==> src/rtl/riscv_pipe_pkg.sv <==
// rtl/riscv_pipe_pkg.sv - shared constants for the RV32I pipeline
package riscv_pipe_pkg;
    localparam int          XLEN      = 32;
    localparam logic [31:0] NOP_INSTR = 32'h0000_0013;
    localparam logic [31:0] RESET_PC  = 32'h0000_0000;
endpackage

==> src/rtl/fetch_stage_if.sv <==
// rtl/fetch_stage_if.sv - instruction memory request/grant/response bundle
interface fetch_stage_if #(
    parameter int XLEN = riscv_pipe_pkg::XLEN
);
    logic            IMemReq;
    logic [XLEN-1:0] IMemAddr;
    logic            IMemGnt;
    logic            IMemRValid;
    logic [XLEN-1:0] IMemRData;

    modport master (
        output IMemReq, IMemAddr,
        input  IMemGnt, IMemRValid, IMemRData
    );

    modport slave (
        input  IMemReq, IMemAddr,
        output IMemGnt, IMemRValid, IMemRData
    );
endinterface

==> src/rtl/fetch_stage_fifo.sv <==
// rtl/fetch_stage_fifo.sv - small synchronous FIFO with clear and occupancy count
module fetch_fifo #(
    parameter int  WIDTH = 32,
    parameter int  DEPTH = 2,
    localparam int AW    = $clog2(DEPTH)
) (
    input  logic             clk,
    input  logic             rst_n,
    input  logic             push,
    input  logic             pop,
    input  logic             clear,
    input  logic [WIDTH-1:0] wdata,
    output logic [WIDTH-1:0] rdata,
    output logic             full,
    output logic             empty,
    output logic [AW:0]      count
);
    logic [WIDTH-1:0] mem [DEPTH];
    logic [AW-1:0]    wr_ptr;
    logic [AW-1:0]    rd_ptr;
    logic             wr_en;
    logic             rd_en;

    assign full  = (count == (AW+1)'(DEPTH));
    assign empty = (count == '0);
    assign wr_en = push & (~full | pop);
    assign rd_en = pop & ~empty;
    assign rdata = mem[rd_ptr];

    always_ff @(posedge clk or negedge rst_n) begin
        if (!rst_n) begin
            wr_ptr <= '0;
            rd_ptr <= '0;
            count  <= '0;
        end else if (clear) begin
            wr_ptr <= '0;
            rd_ptr <= '0;
            count  <= '0;
        end else begin
            if (wr_en) wr_ptr <= wr_ptr + 1'b1;
            if (rd_en) rd_ptr <= rd_ptr + 1'b1;
            count <= count + (AW+1)'(wr_en) - (AW+1)'(rd_en);
        end
    end

    always_ff @(posedge clk) begin
        if (wr_en && !clear) mem[wr_ptr] <= wdata;
    end
endmodule

==> src/rtl/fetch_stage.sv <==
// rtl/fetch_stage.sv - IF stage: PC, in-order imem requests, prefetch FIFO, IF/ID register
module fetch_stage #(
    parameter int              XLEN       = riscv_pipe_pkg::XLEN,
    parameter logic [XLEN-1:0] RESET_PC   = XLEN'(riscv_pipe_pkg::RESET_PC),
    parameter int              FIFO_DEPTH = 2
) (
    input  logic             clk,
    input  logic             rst_n,
    input  logic             StallF,
    input  logic             StallD,
    input  logic             FlushD,
    input  logic             PCSrcE,
    input  logic [XLEN-1:0]  PCTargetE,
    fetch_stage_if.master    imem,
    output logic [XLEN-1:0]  InstrD,
    output logic [XLEN-1:0]  PCD,
    output logic [XLEN-1:0]  PCPlus4D,
    output logic             ValidD
);
    localparam int CW = $clog2(FIFO_DEPTH) + 1;
    localparam logic [XLEN-1:0] NOP = XLEN'(riscv_pipe_pkg::NOP_INSTR);

    logic [XLEN-1:0]   pcf;
    logic [CW-1:0]     outstanding;
    logic [CW-1:0]     outstanding_nxt;
    logic [CW-1:0]     discard;
    logic [CW-1:0]     pf_count;
    logic [CW-1:0]     tag_count;
    logic [CW:0]       inflight_total;
    logic              grant;
    logic              resp_live;
    logic              ifid_adv;
    logic              bypass;
    logic              pf_push;
    logic              pf_pop;
    logic              pf_full;
    logic              pf_empty;
    logic              tag_full;
    logic              tag_empty;
    logic [2*XLEN-1:0] pf_rdata;
    logic [XLEN-1:0]   tag_head;
    logic              ld_real;
    logic [XLEN-1:0]   ld_pc;
    logic [XLEN-1:0]   ld_instr;

    // Buffered words plus in-flight requests never exceed FIFO_DEPTH, so the FIFO cannot overflow.
    assign inflight_total = {1'b0, pf_count} + {1'b0, outstanding};
    assign imem.IMemReq   = rst_n & ~StallF & ~PCSrcE &
                            (inflight_total < (CW+1)'(FIFO_DEPTH));
    assign imem.IMemAddr  = pcf;

    assign grant           = imem.IMemReq & imem.IMemGnt;
    assign resp_live       = imem.IMemRValid & ~PCSrcE & (discard == '0);
    assign ifid_adv        = ~StallD & ~FlushD & ~PCSrcE;
    assign bypass          = resp_live & pf_empty & ifid_adv;
    assign pf_push         = resp_live & ~bypass;
    assign pf_pop          = ifid_adv & ~pf_empty;
    assign outstanding_nxt = outstanding + CW'(grant) - CW'(imem.IMemRValid);

    fetch_fifo #(.WIDTH(2*XLEN), .DEPTH(FIFO_DEPTH)) u_prefetch (
        .clk   (clk),
        .rst_n (rst_n),
        .push  (pf_push),
        .pop   (pf_pop),
        .clear (PCSrcE),
        .wdata ({tag_head, imem.IMemRData}),
        .rdata (pf_rdata),
        .full  (pf_full),
        .empty (pf_empty),
        .count (pf_count)
    );

    fetch_fifo #(.WIDTH(XLEN), .DEPTH(FIFO_DEPTH)) u_tags (
        .clk   (clk),
        .rst_n (rst_n),
        .push  (grant),
        .pop   (resp_live),
        .clear (PCSrcE),
        .wdata (pcf),
        .rdata (tag_head),
        .full  (tag_full),
        .empty (tag_empty),
        .count (tag_count)
    );

    always_comb begin
        ld_real  = ~pf_empty | bypass;
        ld_pc    = pf_empty ? tag_head : pf_rdata[2*XLEN-1:XLEN];
        ld_instr = pf_empty ? imem.IMemRData : pf_rdata[XLEN-1:0];
    end

    always_ff @(posedge clk or negedge rst_n) begin
        if (!rst_n) begin
            pcf         <= RESET_PC;
            outstanding <= '0;
            discard     <= '0;
        end else begin
            outstanding <= outstanding_nxt;
            if (PCSrcE) begin
                pcf     <= PCTargetE;
                discard <= outstanding_nxt;
            end else begin
                if (grant) pcf <= pcf + XLEN'(4);
                if (imem.IMemRValid && discard != '0) discard <= discard - 1'b1;
            end
        end
    end

    always_ff @(posedge clk or negedge rst_n) begin
        if (!rst_n) begin
            ValidD   <= 1'b0;
            InstrD   <= NOP;
            PCD      <= '0;
            PCPlus4D <= '0;
        end else if (PCSrcE || (!StallD && FlushD)) begin
            ValidD <= 1'b0;
            InstrD <= NOP;
        end else if (!StallD) begin
            if (ld_real) begin
                ValidD   <= 1'b1;
                InstrD   <= ld_instr;
                PCD      <= ld_pc;
                PCPlus4D <= ld_pc + XLEN'(4);
            end else begin
                ValidD <= 1'b0;
                InstrD <= NOP;
            end
        end
    end

    a_pf_no_overflow: assert property (@(posedge clk) disable iff (!rst_n) !(pf_push && pf_full));
    a_tag_no_overflow: assert property (@(posedge clk) disable iff (!rst_n) !(grant && tag_full));
    a_tag_present: assert property (@(posedge clk) disable iff (!rst_n) !(resp_live && tag_empty));
    a_tag_bounded: assert property (@(posedge clk) disable iff (!rst_n) tag_count <= outstanding);
endmodule

==> src/flat_wrapper.sv <==
// flat-port wrapper written by rule: the top's interface ports become plain ports
module fetch_stage_flat 
#(
    parameter int              XLEN       = riscv_pipe_pkg::XLEN,
    parameter logic [XLEN-1:0] RESET_PC   = XLEN'(riscv_pipe_pkg::RESET_PC),
    parameter int              FIFO_DEPTH = 2
)
  (clk, rst_n, StallF, StallD, FlushD, PCSrcE, PCTargetE, InstrD, PCD, PCPlus4D, ValidD, imem_IMemReq, imem_IMemAddr, imem_IMemGnt, imem_IMemRValid, imem_IMemRData);
  fetch_stage_if #(.XLEN(XLEN)) imem_i ();
  input  logic clk;
  input  logic rst_n;
  input  logic StallF;
  input  logic StallD;
  input  logic FlushD;
  input  logic PCSrcE;
  input  logic [XLEN-1:0] PCTargetE;
  output logic [XLEN-1:0] InstrD;
  output logic [XLEN-1:0] PCD;
  output logic [XLEN-1:0] PCPlus4D;
  output logic ValidD;
  output wire logic [$bits(imem_i.IMemReq)-1:0] imem_IMemReq;
  output wire logic [$bits(imem_i.IMemAddr)-1:0] imem_IMemAddr;
  input wire logic [$bits(imem_i.IMemGnt)-1:0] imem_IMemGnt;
  input wire logic [$bits(imem_i.IMemRValid)-1:0] imem_IMemRValid;
  input wire logic [$bits(imem_i.IMemRData)-1:0] imem_IMemRData;
  assign imem_IMemReq = imem_i.IMemReq;
  assign imem_IMemAddr = imem_i.IMemAddr;
  assign imem_i.IMemGnt = imem_IMemGnt;
  assign imem_i.IMemRValid = imem_IMemRValid;
  assign imem_i.IMemRData = imem_IMemRData;
  fetch_stage #(.XLEN(XLEN), .RESET_PC(RESET_PC), .FIFO_DEPTH(FIFO_DEPTH)) u_core (.clk(clk), .rst_n(rst_n), .StallF(StallF), .StallD(StallD), .FlushD(FlushD), .PCSrcE(PCSrcE), .PCTargetE(PCTargetE), .imem(imem_i), .InstrD(InstrD), .PCD(PCD), .PCPlus4D(PCPlus4D), .ValidD(ValidD));
endmodule
==> config.mk <==
export PLATFORM = sky130hd
export DESIGN_NAME = fetch_stage_flat
export DESIGN_NICKNAME = d
export VERILOG_FILES = /design/src/rtl/riscv_pipe_pkg.sv /design/src/rtl/fetch_stage_if.sv /design/src/rtl/fetch_stage_fifo.sv /design/src/rtl/fetch_stage.sv /design/src/flat_wrapper.sv
export SDC_FILE = /design/constraint.sdc
export NUM_CORES = 1
export LEC_CHECK = 0
export ABC_AREA = 1
export CAP_MARGIN = 0
export CORE_ASPECT_RATIO = 1.2
export CORE_MARGIN = 2
export CORE_UTILIZATION = 57
export CTS_BUF_LIST = sky130_fd_sc_hd__clkbuf_4 sky130_fd_sc_hd__clkbuf_8
export CTS_CLUSTER_DIAMETER = 40
export CTS_CLUSTER_SIZE = 30
export DETAILED_ROUTE_END_ITERATION = 10
export GPL_ROUTABILITY_DRIVEN = 1
export HOLD_SLACK_MARGIN = 0.1
export PLACE_DENSITY_LB_ADDON = 0.3
export SYNTH_ARGS = -nofsm -noshare
export SYNTH_HDL_FRONTEND = slang
export SYNTH_HIERARCHICAL = 1
export SYNTH_SLANG_ARGS = --single-unit
==> constraint.sdc <==
create_clock -name clk -period 5.2 [get_ports clk]
set_input_delay 0.52 -clock clk [delete_from_list [all_inputs] [get_ports clk]]
set_output_delay 0.52 -clock clk [all_outputs]
set_load 0.03 [all_outputs]
==> results of run 1 <==
==> critical path, delay by kind of cell <==
family / cells / cell delay, ps
fa+ha+maj: 2 / 510
compound gates: 1 / 150
buf+inv: 5 / 1870
simple gates: 4 / 810
==> stage by stage <==
stage	area (sq um)	util, %	worst slack (ps)	hold slack, ps
4_1_cts	18010	69.00	1745	493.1
3_5_place_dp	17180	65.80	1642	472.3
3_3_place_gp	17180	65.80	1724	463.8
5_1_grt	18010	69.00	1429	501.2
2_1_floorplan	15050	-	518.0	224.4
6_report	18010	69.00	1788	490.7
==> registers in the layout, summed over array words and instances (netlist names) <==
name,flops
u_core/u_tags/mem,64
u_core/outstanding,2
u_core/discard,2
u_core/u_tags/rd_ptr,1
u_core/u_prefetch/count,2
u_core/u_tags/count,2
u_core/u_tags/wr_ptr,1
u_core/ValidD,1
u_core/PCD,32
u_core/u_prefetch/wr_ptr,1
u_core/imem.IMemAddr,32
u_core/PCPlus4D,30
u_core/u_prefetch/rd_ptr,1
u_core/u_prefetch/mem,128
u_core/InstrD,32
==> worst paths after layout <==
path,startpoint,endpoint,slack [ps]
worst max-delay path,rst_n,u_core/u_tags/count[1],1790
worst min-delay path,u_core/PCPlus4D[7],u_core/PCPlus4D[7],490
worst max register to register,u_core/u_prefetch/count[0],u_core/u_tags/count[1],1890
worst min register to register,u_core/PCPlus4D[7],u_core/PCPlus4D[7],490
max in group asynchronous,rst_n,u_core/u_prefetch/rd_ptr,3260
min in group asynchronous,rst_n,u_core/imem.IMemAddr[20],540
==> layer usage <==
| metal | routed length, microns | track usage, % | vias to the layer above |
|---|---|---|---|
| met3 | 2077 | 3.055 | 63 |
| met1 | 14730 | 33.64 | 5520 |
| met5 | 0 | 0 | - |
| li1 | - | - | 5592 |
| met2 | 17030 | 43.28 | 452 |
| met4 | 803 | 6.916 | 0 |
==> power groups by stage <==
stage / combinational (uW) / clock [uW] / sequential [uW]
after floorplan: 675 / 0 / 3920
after global placement: 2020 / 0 / 3430
after detailed placement: 2060 / 0 / 3440
after CTS: 2070 / 1910 / 3380
after global routing: 2210 / 2020 / 3430
final: 2060 / 1880 / 3380
==> what timing repair did <==
| item | 4_1_cts | 5_1_grt |
|---|---|---|
| endpoints found under the setup margin | 0 | 0 |
| endpoints found under the hold margin | 73 | 0 |
| hold buffers | 1 | 0 |
| gates resized for setup | 0 | 0 |
==> layout make-up <==
class	count	area [sq um]	area share [%]
tap	335	419.2	2.327
multi-input combinational	1098	5009	27.81
clock buffer	40	544.3	3.022
sequential	331	9249	51.35
timing repair buffer	215	2121	11.77
clock inverter	24	280.3	1.556
inverter	102	390.4	2.167
==> results by group, run 1 <==
Status
  • Status: finished clean

Floorplan
  • Starting density of the core: 57.63%
  • Number of core rows: 65
  • Die height: 182.0 microns
  • Core region area: 26,110 sq um
  • Die area: 27,720 sq um
  • Io pins: 202
  • Die width: 152.3 microns

Final layout
  • N_diodes: 0
  • Post-Layout Cell Count: 2,145
  • Commonest non-fill, non-tap cell in the layout: nand2_1
  • Nets@finish: 1,866
  • Synthesis-to-finish area growth: 19.72%
  • Fillers: 1,954
  • Commonest cells after routing, fill and taps aside: 626 x nand2_1, 200 x clkdlybuf4s50_1, 192 x edfxtp_1, 135 x dfrtp_1, 135 x nand3_1
  • Layout cell share with drive strength beyond 1: 6.851%

Drt
  • Drt via density: 5.421
  • Vias: 11,630
  • WL final: 34.64 mm
  • Final ANT Viol Nets: 0
  • Detail-routed net length per standard cell: 16.15 microns
  • DR iter-0 viols: 888
  • Pre-Repair DR Iteration Count: 5
  • DRC Markers: 0

Setup path
  • Most used cell, CP: inv_1
  • Worst path required time: 5640 ps
  • Crit-path max FO: 75
  • Critical Path End Type: flop
  • Worst Reg-to-Reg Cells: 14
  • Critical path arrival: 3860 ps
  • Crit Path Class: in2reg
  • CP Launch Type: input port
  • Worst-path cell chain: dlygate4sd3_1 -> buf_6 -> inv_1 -> nor3_2 -> nand2_1 -> inv_1 -> nand2_1 -> ha_1 -> inv_1 -> ha_1 -> a21oi_1 -> nor2_1
  • CP max stage delay: 640 ps
  • Crit-path slowest cell: inv_1

Yosys
  • Area of the mapped netlist: 15,050 sq um
  • Ys Warns: 6
  • Post-synthesis net count: 1,679
  • Syn Area/Cell: 9.421 sq um
  • Synth Instances: 1,597

Min path
  • Hold path cells: 2
  • HP Class: reg2reg

CTS
  • H-tree depth: 2
  • Clock Tree Buf Depth: 3
  • CTS Sinks: 331
  • CTS tree: yes
  • Clock latency on the worst-skew pair: 560 ps
  • Clock transition at path regs: 100 ps
  • TritonCTS Buffers: 36
  • Setup bufs post-CTS: 0
  • Clock Root Buffer: clkbuf_8

STA
  • Max frequency: 293.1 MHz
  • Hold Vio Cnt, Final: 0
  • Final Cycle Share: 65.61%
  • Pins Over Slew Limit: 0
  • Final min period: 3412 ps
  • Slew headroom: 22.62%
  • RSZ-0062 raised after global routing: no
  • Clock Skews: 29.14 ps
  • Worst slew pin tran: 1161 ps
  • Final setup violation count: 0
  • Post-Route Setup TNS: 0 ps

Global route
  • Largest net degree at the start of global routing: 110
  • Antenna violations before repair: 0
  • Vias in the first global route: 11,430
  • First-pass GRT wire length: 56.60 mm
  • Total gr overflow: 0
  • GRT Util Overall: 24.99%

Pwr
  • Psw: 2568 uW
  • Overall power: 7324 uW
  • VDD IR max: 0.2302 mV
  • Clk pwr share: 25.7%
  • Power Dens Cells: 406.6 nW/um^2
  • Combinational power share: 28.1%
  • Sw Share: 35.06%
  • Leakage: 0.007862 uW
  • Cell internal pwr: 4756 uW
  • Sequential share of power: 46.2%

Place
  • Placed cells: 2,080
  • Routability congestion estimate: 0.8728
  • Post-detail-place hpwl: 23.19 mm
  • # port buffers: 201

Job
  • Max Cap Violations: 0
Note: power is estimated with default switching activity, not from simulation.
==> run 2: changes to the inputs <==
- CORE_UTILIZATION: 57 -> 52
- clock period: 5.2 -> 3.1 ns (I/O delays scaled with it)
==> results by group, run 2 (same netlist as run 1, synthesis figures left out) <==
STA
  • Post-Route Setup TNS: 0 ps (unchanged)
  • Final min period: 2626 ps
  • Slew headroom: 41.14% (+19 points)
  • Max frequency: 380.7 MHz
  • Final Cycle Share: 84.72%
  • Hold Vio Cnt, Final: 0 (unchanged)
  • Final setup violation count: 0 (unchanged)
  • RSZ-0062 raised after global routing: no
  • Worst slew pin tran: 882.8 ps (-277.9 ps)
  • Clock Skews: 16.63 ps (-12.50 ps)
  • Pins Over Slew Limit: 0 (unchanged)

Drt
  • Vias: 11,570 (-0.51%)
  • Pre-Repair DR Iteration Count: 5 (unchanged)
  • DR iter-0 viols: 855 (-3.7%)
  • Detail-routed net length per standard cell: 15.69 microns (-2.9%)
  • DRC Markers: 0 (unchanged)
  • WL final: 34.61 mm (-0.10%)
  • Final ANT Viol Nets: 0 (unchanged)
  • Drt via density: 5.244 (-3.3%)

Floorplan
  • Starting density of the core: 52.63% (-5.0 points)
  • Io pins: 202 (unchanged)
  • Die height: 190.3 microns (+4.6%)
  • Number of core rows: 68 (+4.6%)
  • Die width: 159.3 microns (+4.6%)
  • Die area: 30,320 sq um (+9.4%)
  • Core region area: 28,590 sq um (+9.5%)

Global route
  • Met3 Use GR: 3.132% (+0.077 points)
  • Total gr overflow: 0 (unchanged)
  • M1 GR Usage: 30.02% (-3.6 points)
  • Met2 GRT Util: 40.08% (-3.2 points)
  • Antenna violations before repair: 0 (unchanged)
  • Vias in the first global route: 11,380 (-0.39%)
  • GRT Util Overall: 23.03% (-2.0 points)
  • GR peak layer: met2
  • Largest net degree at the start of global routing: 110 (unchanged)
  • First-pass GRT wire length: 56.57 mm (about the same)

CTS
  • H-tree depth: 2 (unchanged)
  • TritonCTS Buffers: 36 (unchanged)
  • Clock Root Buffer: clkbuf_8
  • CTS Sinks: 331 (unchanged)
  • Setup bufs post-CTS: 0 (unchanged)
  • Clock transition at path regs: 100 ps (about the same)
  • CTS Hold Bufs: 1 (unchanged)
  • Clock latency on the worst-skew pair: 550 ps (about the same)
  • Clock Tree Buf Depth: 3 (unchanged)
  • Post-CTS Resized: 0 (unchanged)
  • CTS tree: yes

Final layout
  • Largest register by flop count: u_core/u_prefetch/mem
  • N_diodes: 0 (unchanged)
  • Layout cell share with drive strength beyond 1: 7.414% (+0.56 points)
  • Synthesis-to-finish area growth: 21.21%
  • Core Util, Final: 63.79% (-5.2 points)
  • Register area: 9249 sq um (unchanged)
  • Multi-input gate area: 5014 sq um (+0.10%)
  • Fillers: 2,348 (+20%)
  • Nets@finish: 1,875 (+0.48%)
  • Post-Layout Cell Count: 2,206 (+2.8%)
  • Top Registers: u_core/u_prefetch/mem: 128 flops, u_core/u_tags/mem: 64 flops
  • Commonest non-fill, non-tap cell in the layout: nand2_1
  • Max reg flops: 128 (unchanged)
  • Commonest cells after routing, fill and taps aside: 626 x nand2_1, 199 x clkdlybuf4s50_1, 192 x edfxtp_1, 135 x dfrtp_1, 135 x nand3_1

Min path
  • HP Class: in2async

Setup path
  • Crit Path Class: reg2reg
  • CP Launch Type: flop
  • Crit-path max FO: 32 (-57%)
  • Worst path required time: 3310 ps (-2330 ps)
  • Critical Path End Type: flop
  • R2R Setup Slk: 470 ps (-1420 ps)
  • Worst Reg-to-Reg Cells: 12 (-2)
  • Critical path arrival: 2830 ps (-1030 ps)
  • Worst R2R End: u_core/u_tags/mem[1][23]
  • CP startpoint: u_core/u_prefetch/count[0]
  • Crit path to: u_core/u_tags/mem[1][23]
  • FF-to-FF Start: u_core/u_prefetch/count[0]

Pwr
  • Leakage: 0.007938 uW (+0.96%)
  • Clk pwr share: 26.6% (+0.9 points)
  • Combinational power share: 27.9% (-0.2 points)
  • Power Dens Cells: 683.0 nW/um^2 (+68%)
  • Sequential share of power: 45.5% (-0.7 points)
  • Sw Share: 34.79% (-0.28 points)
  • Psw: 4333 uW (+69%)
  • VDD IR max: 0.4263 mV (+85%)
  • Cell internal pwr: 8122 uW (+71%)

Place
  • Post-detail-place hpwl: 23.70 mm (+2.2%)
  • Placed cells: 2,139 (+2.8%)
  • Routability congestion estimate: 0.9111 (+4.4%)
  • # port buffers: 201 (unchanged)

Job
  • Max Cap Violations: 0 (unchanged)

Status
  • Status: finished clean
run 2: changes by cell type in the layout (fill, tap and decap cells not counted), moves of 2 or more:
| cell | change |
|---|---|
| buf_4 | +7 |
| inv_8 | +3 |
| clkbuf_4 | +2 |
| clkinv_4 | -2 |
| clkinv_2 | -2 |
| clkinv_8 | -2 |
| buf_12 | +3 |
run 2: layout make-up:
type                       count  share of cell area, %
tap                          385                  2.642
timing repair buffer         224                  12.19
clock inverter                24                  1.729
multi-input combinational   1098                  27.49
sequential                   331                  50.72
inverter                     102                  2.161
clock buffer                  42                  3.067
run 2: worst min-delay path by stage:
stage / endpoint / slack [ps]
final: u_core/PCPlus4D[19] / 170
after global routing: u_core/PCD[24] / 160
after CTS: u_core/PCPlus4D[19] / 150
after detailed placement: u_core/imem.IMemAddr[23] / 180
after global placement: u_core/imem.IMemAddr[23] / 180
after floorplan: u_core/InstrD[10] / 10
run 2: metal layers:
metal / part of all wire (%) / wire, microns / up-vias
met5: 0 / 0 / -
met4: 2.9 / 992 / 0
met3: 5.6 / 1933 / 77
met2: 49 / 17030 / 404
met1: 42 / 14650 / 5475
li1: - / - / 5612
run 2: power by group through the flow:
stage | clock [uW] | combinational (uW) | sequential [uW]
after floorplan | 0 | 1140 | 6580
after global placement | 0 | 3430 | 5750
after detailed placement | 0 | 3490 | 5760
after CTS | 3390 | 3500 | 5670
after global routing | 3580 | 3740 | 5740
final | 3320 | 3470 | 5660
run 2: metrics by stage:
step	instance area, sq um	setup WS [ps]	hold slack (ps)	total power, uW
2_1_floorplan	15060	22.67	14.41	7711
3_3_place_gp	17350	494.3	177.7	9174
3_5_place_dp	17350	355.1	178.4	9245
4_1_cts	18240	455.9	146.3	12560
5_1_grt	18240	112.4	161.3	13060
6_report	18240	473.5	166.8	12460
run 2: worst max-delay path, stage by stage, from the launching register on:
cell and delay [ps]:
dfrtp_1 420, nand2_1 70, inv_1 40, fa_1 430, nor2_1 90, nand2_1 70
nor3_2 140, nand2_1 100, buf_4 200, inv_1 120, nand2_1 130, nor2_4 90
buf_4 360
==> run 3: changes to the inputs <==
- CORE_UTILIZATION: 52 -> 57
- clock period: 3.1 -> 2.49 ns (I/O delays scaled with it)
==> results by group, run 3 (same netlist as run 1, synthesis figures left out) <==
Status
  • Status: complete, but fails checks
  • Failing checks: negative setup slack

STA
  • Max frequency: 394.7 MHz (+3.7%)
  • Slew headroom: 36.88% (-4.3 points)
  • Final setup violation count: 1 (+1)
  • Final Cycle Share: 101.7% (+17 points)
  • Fin worst setup slack: -43.32 ps (-516.9 ps)
  • RSZ-0062 raised after global routing: yes
  • Hold Vio Cnt, Final: 0 (unchanged)
  • Final min period: 2533 ps (-93.14 ps)
  • Clock Skews: 24.33 ps (+7.691 ps)
  • Hold WS: 232.4 ps (+65.62 ps)
  • Pins Over Slew Limit: 0 (unchanged)
  • Worst slew pin tran: 946.9 ps (+64.01 ps)
  • Post-Route Setup TNS: -43.32 ps (-43.32 ps)

Setup path
  • Critical path arrival: 3020 ps (+190 ps)
  • Crit Path Class: reg2reg
  • Worst path required time: 2970 ps (-340 ps)
  • Critical Path End Type: flop
  • Crit-path max FO: 3 (-91%)
  • CP Launch Type: flop

Place
  • Routability congestion estimate: 0.9004 (-1.2%)
  • Post-detail-place hpwl: 23.62 mm (-0.33%)
  • # port buffers: 201 (unchanged)

Global route
  • GRT Util Overall: 25.29% (+2.3 points)
  • First-pass GRT wire length: 57.41 mm (+1.5%)
  • Total gr overflow: 0 (unchanged)
  • Vias in the first global route: 11,390 (+0.061%)
  • Antenna violations before repair: 0 (unchanged)
  • Largest net degree at the start of global routing: 140 (+27%)

CTS
  • Clock Root Buffer: clkbuf_8
  • Clock Tree Buf Depth: 3 (unchanged)
  • Clock transition at path regs: 90 ps (about the same)
  • Clock latency on the worst-skew pair: 560 ps (about the same)
  • CTS tree: yes
  • H-tree depth: 2 (unchanged)
  • TritonCTS Buffers: 38 (+5.6%)
  • CTS Sinks: 331 (unchanged)

Min path
  • HP Class: in2reg

Drt
  • Detail-routed net length per standard cell: 16.26 microns (+3.7%)
  • Final ANT Viol Nets: 0 (unchanged)
  • DRC Markers: 0 (unchanged)
  • Vias: 11,720 (+1.3%)
  • Drt via density: 5.389 (+2.8%)
  • DR iter-0 viols: 829 (-3.0%)
  • WL final: 35.37 mm (+2.2%)
  • Pre-Repair DR Iteration Count: 7 (+2)

Pwr
  • Clk pwr share: 26.1% (-0.5 points)
  • Power Dens Cells: 842.7 nW/um^2 (+23%)
  • VDD IR max: 0.5066 mV (+19%)
  • Combinational power share: 28.7% (+0.8 points)
  • Cell internal pwr: 10,240 uW (+26%)
  • Psw: 5391 uW (+24%)
  • Sw Share: 34.50% (-0.29 points)
  • Leakage: 0.008031 uW (+1.2%)
  • Sequential share of power: 45.2% (-0.3 points)

Final layout
  • N_diodes: 0 (unchanged)
  • Max reg flops: 128 (unchanged)
  • Largest register by flop count: u_core/u_prefetch/mem
  • Top Registers: u_core/u_prefetch/mem: 128 flops, u_core/u_tags/mem: 64 flops
  • Layout cell share with drive strength beyond 1: 9.565% (+2.2 points)
  • Commonest cells after routing, fill and taps aside: 620 x nand2_1, 199 x clkdlybuf4s50_1, 192 x edfxtp_1, 134 x dfrtp_1, 131 x nand3_1
  • Commonest non-fill, non-tap cell in the layout: nand2_1
  • Multi-input gate area: 5149 sq um (+2.7%)
  • Nets@finish: 1,892 (+0.91%)
  • Synthesis-to-finish area growth: 23.24%
  • Register area: 9250 sq um (about the same)
  • Fillers: 1,891 (-19%)

Floorplan
  • Die height: 182.0 microns (-4.4%)
  • Die area: 27,720 sq um (-8.6%)
  • Number of core rows: 65 (-4.4%)
  • Core region area: 26,110 sq um (-8.7%)
  • Starting density of the core: 57.63% (+5.0 points)
  • Die width: 152.3 microns (-4.4%)
  • Io pins: 202 (unchanged)

Job
  • Max Cap Violations: 0 (unchanged)
## run 3: changes by cell type in the layout (fill, tap and decap cells not counted), sizes merged
cell and delta:
buf +15, inv -7, clkinvlp +6, clkbuf +4, clkinv +1
## run 3: through the flow
| stage | instance area (sq um) | instances | worst slack, ps | utilization (%) | power [uW] |
|---|---|---|---|---|---|
| detailed placement | 17550 | 2103 | -65.94 | 67.24 | 11600 |
| floorplan | 15160 | 1597 | -306.4 | - | 9654 |
| CTS | 18460 | 2176 | -10.21 | 70.69 | 15700 |
| global placement | 17550 | 2103 | -3.036 | 67.24 | 11490 |
| global route | 18540 | 2175 | -294.1 | 71.03 | 16380 |
| finish | 18540 | 2175 | -43.32 | 71.03 | 15630 |
## run 3: final timing paths
check	cells past startpoint	start	endpoint	slack (ps)
max	16	u_core/u_prefetch/count[0]	u_core/discard[1]	-40
min	3	PCTargetE[1]	u_core/imem.IMemAddr[1]	230
max reg2reg	16	u_core/u_prefetch/count[0]	u_core/discard[1]	-40
min reg2reg	2	u_core/PCD[10]	u_core/PCD[10]	490
max in group asynchronous	3	rst_n	u_core/PCPlus4D[20]	1380
min in group asynchronous	3	rst_n	u_core/imem.IMemAddr[25]	270
## run 3: power groups by stage
stage | Combinational [uW] | Sequential, uW | Clock, uW
floorplan | 1460 | 8190 | 0
global placement | 4350 | 7140 | 0
detailed placement | 4430 | 7160 | 0
CTS | 4480 | 7060 | 4160
global route | 4820 | 7150 | 4410
finish | 4490 | 7060 | 4080
## run 3: cell type report
class,instances,area share (%)
Tap cell,335,2.260
Clock buffer,46,3.246
Sequential cell,331,49.89
Timing Repair Buffer,239,13.25
Inverter,102,2.173
Clock inverter,24,1.424
Multi-Input combinational cell,1098,27.77
## run 3: metal layers
layer	track usage, %	share of wire [%]	vias up	routed length (microns)
met5	0	0	-	0
met4	8.598	2.9	0	1012
met3	3.628	5.7	67	2033
met2	42.31	49	413	17490
met1	34.31	42	5595	14830
li1	-	-	5645	-
## run 3: worst max-delay path, stage by stage (launching register included)
cell,delay (ps)
dfrtp_1,390
nand2_1,60
inv_1,40
fa_1,440
nor2_1,100
nand2_1,90
nor3_4,150
nand2_2,120
ha_4,280
inv_2,40
ha_4,150
xnor2_2,130
xnor2_1,190
nand2_1,70
o21ai_1,70
nand2_1,60
o21ai_1,80
## run 3: repair_timing
action,CTS,global route
endpoints found under the hold margin,136,0
gates resized for setup,1,24
hold buffers,1,0
setup buffers,2,1
setup endpoints to repair,2,76
pin swaps,3,4
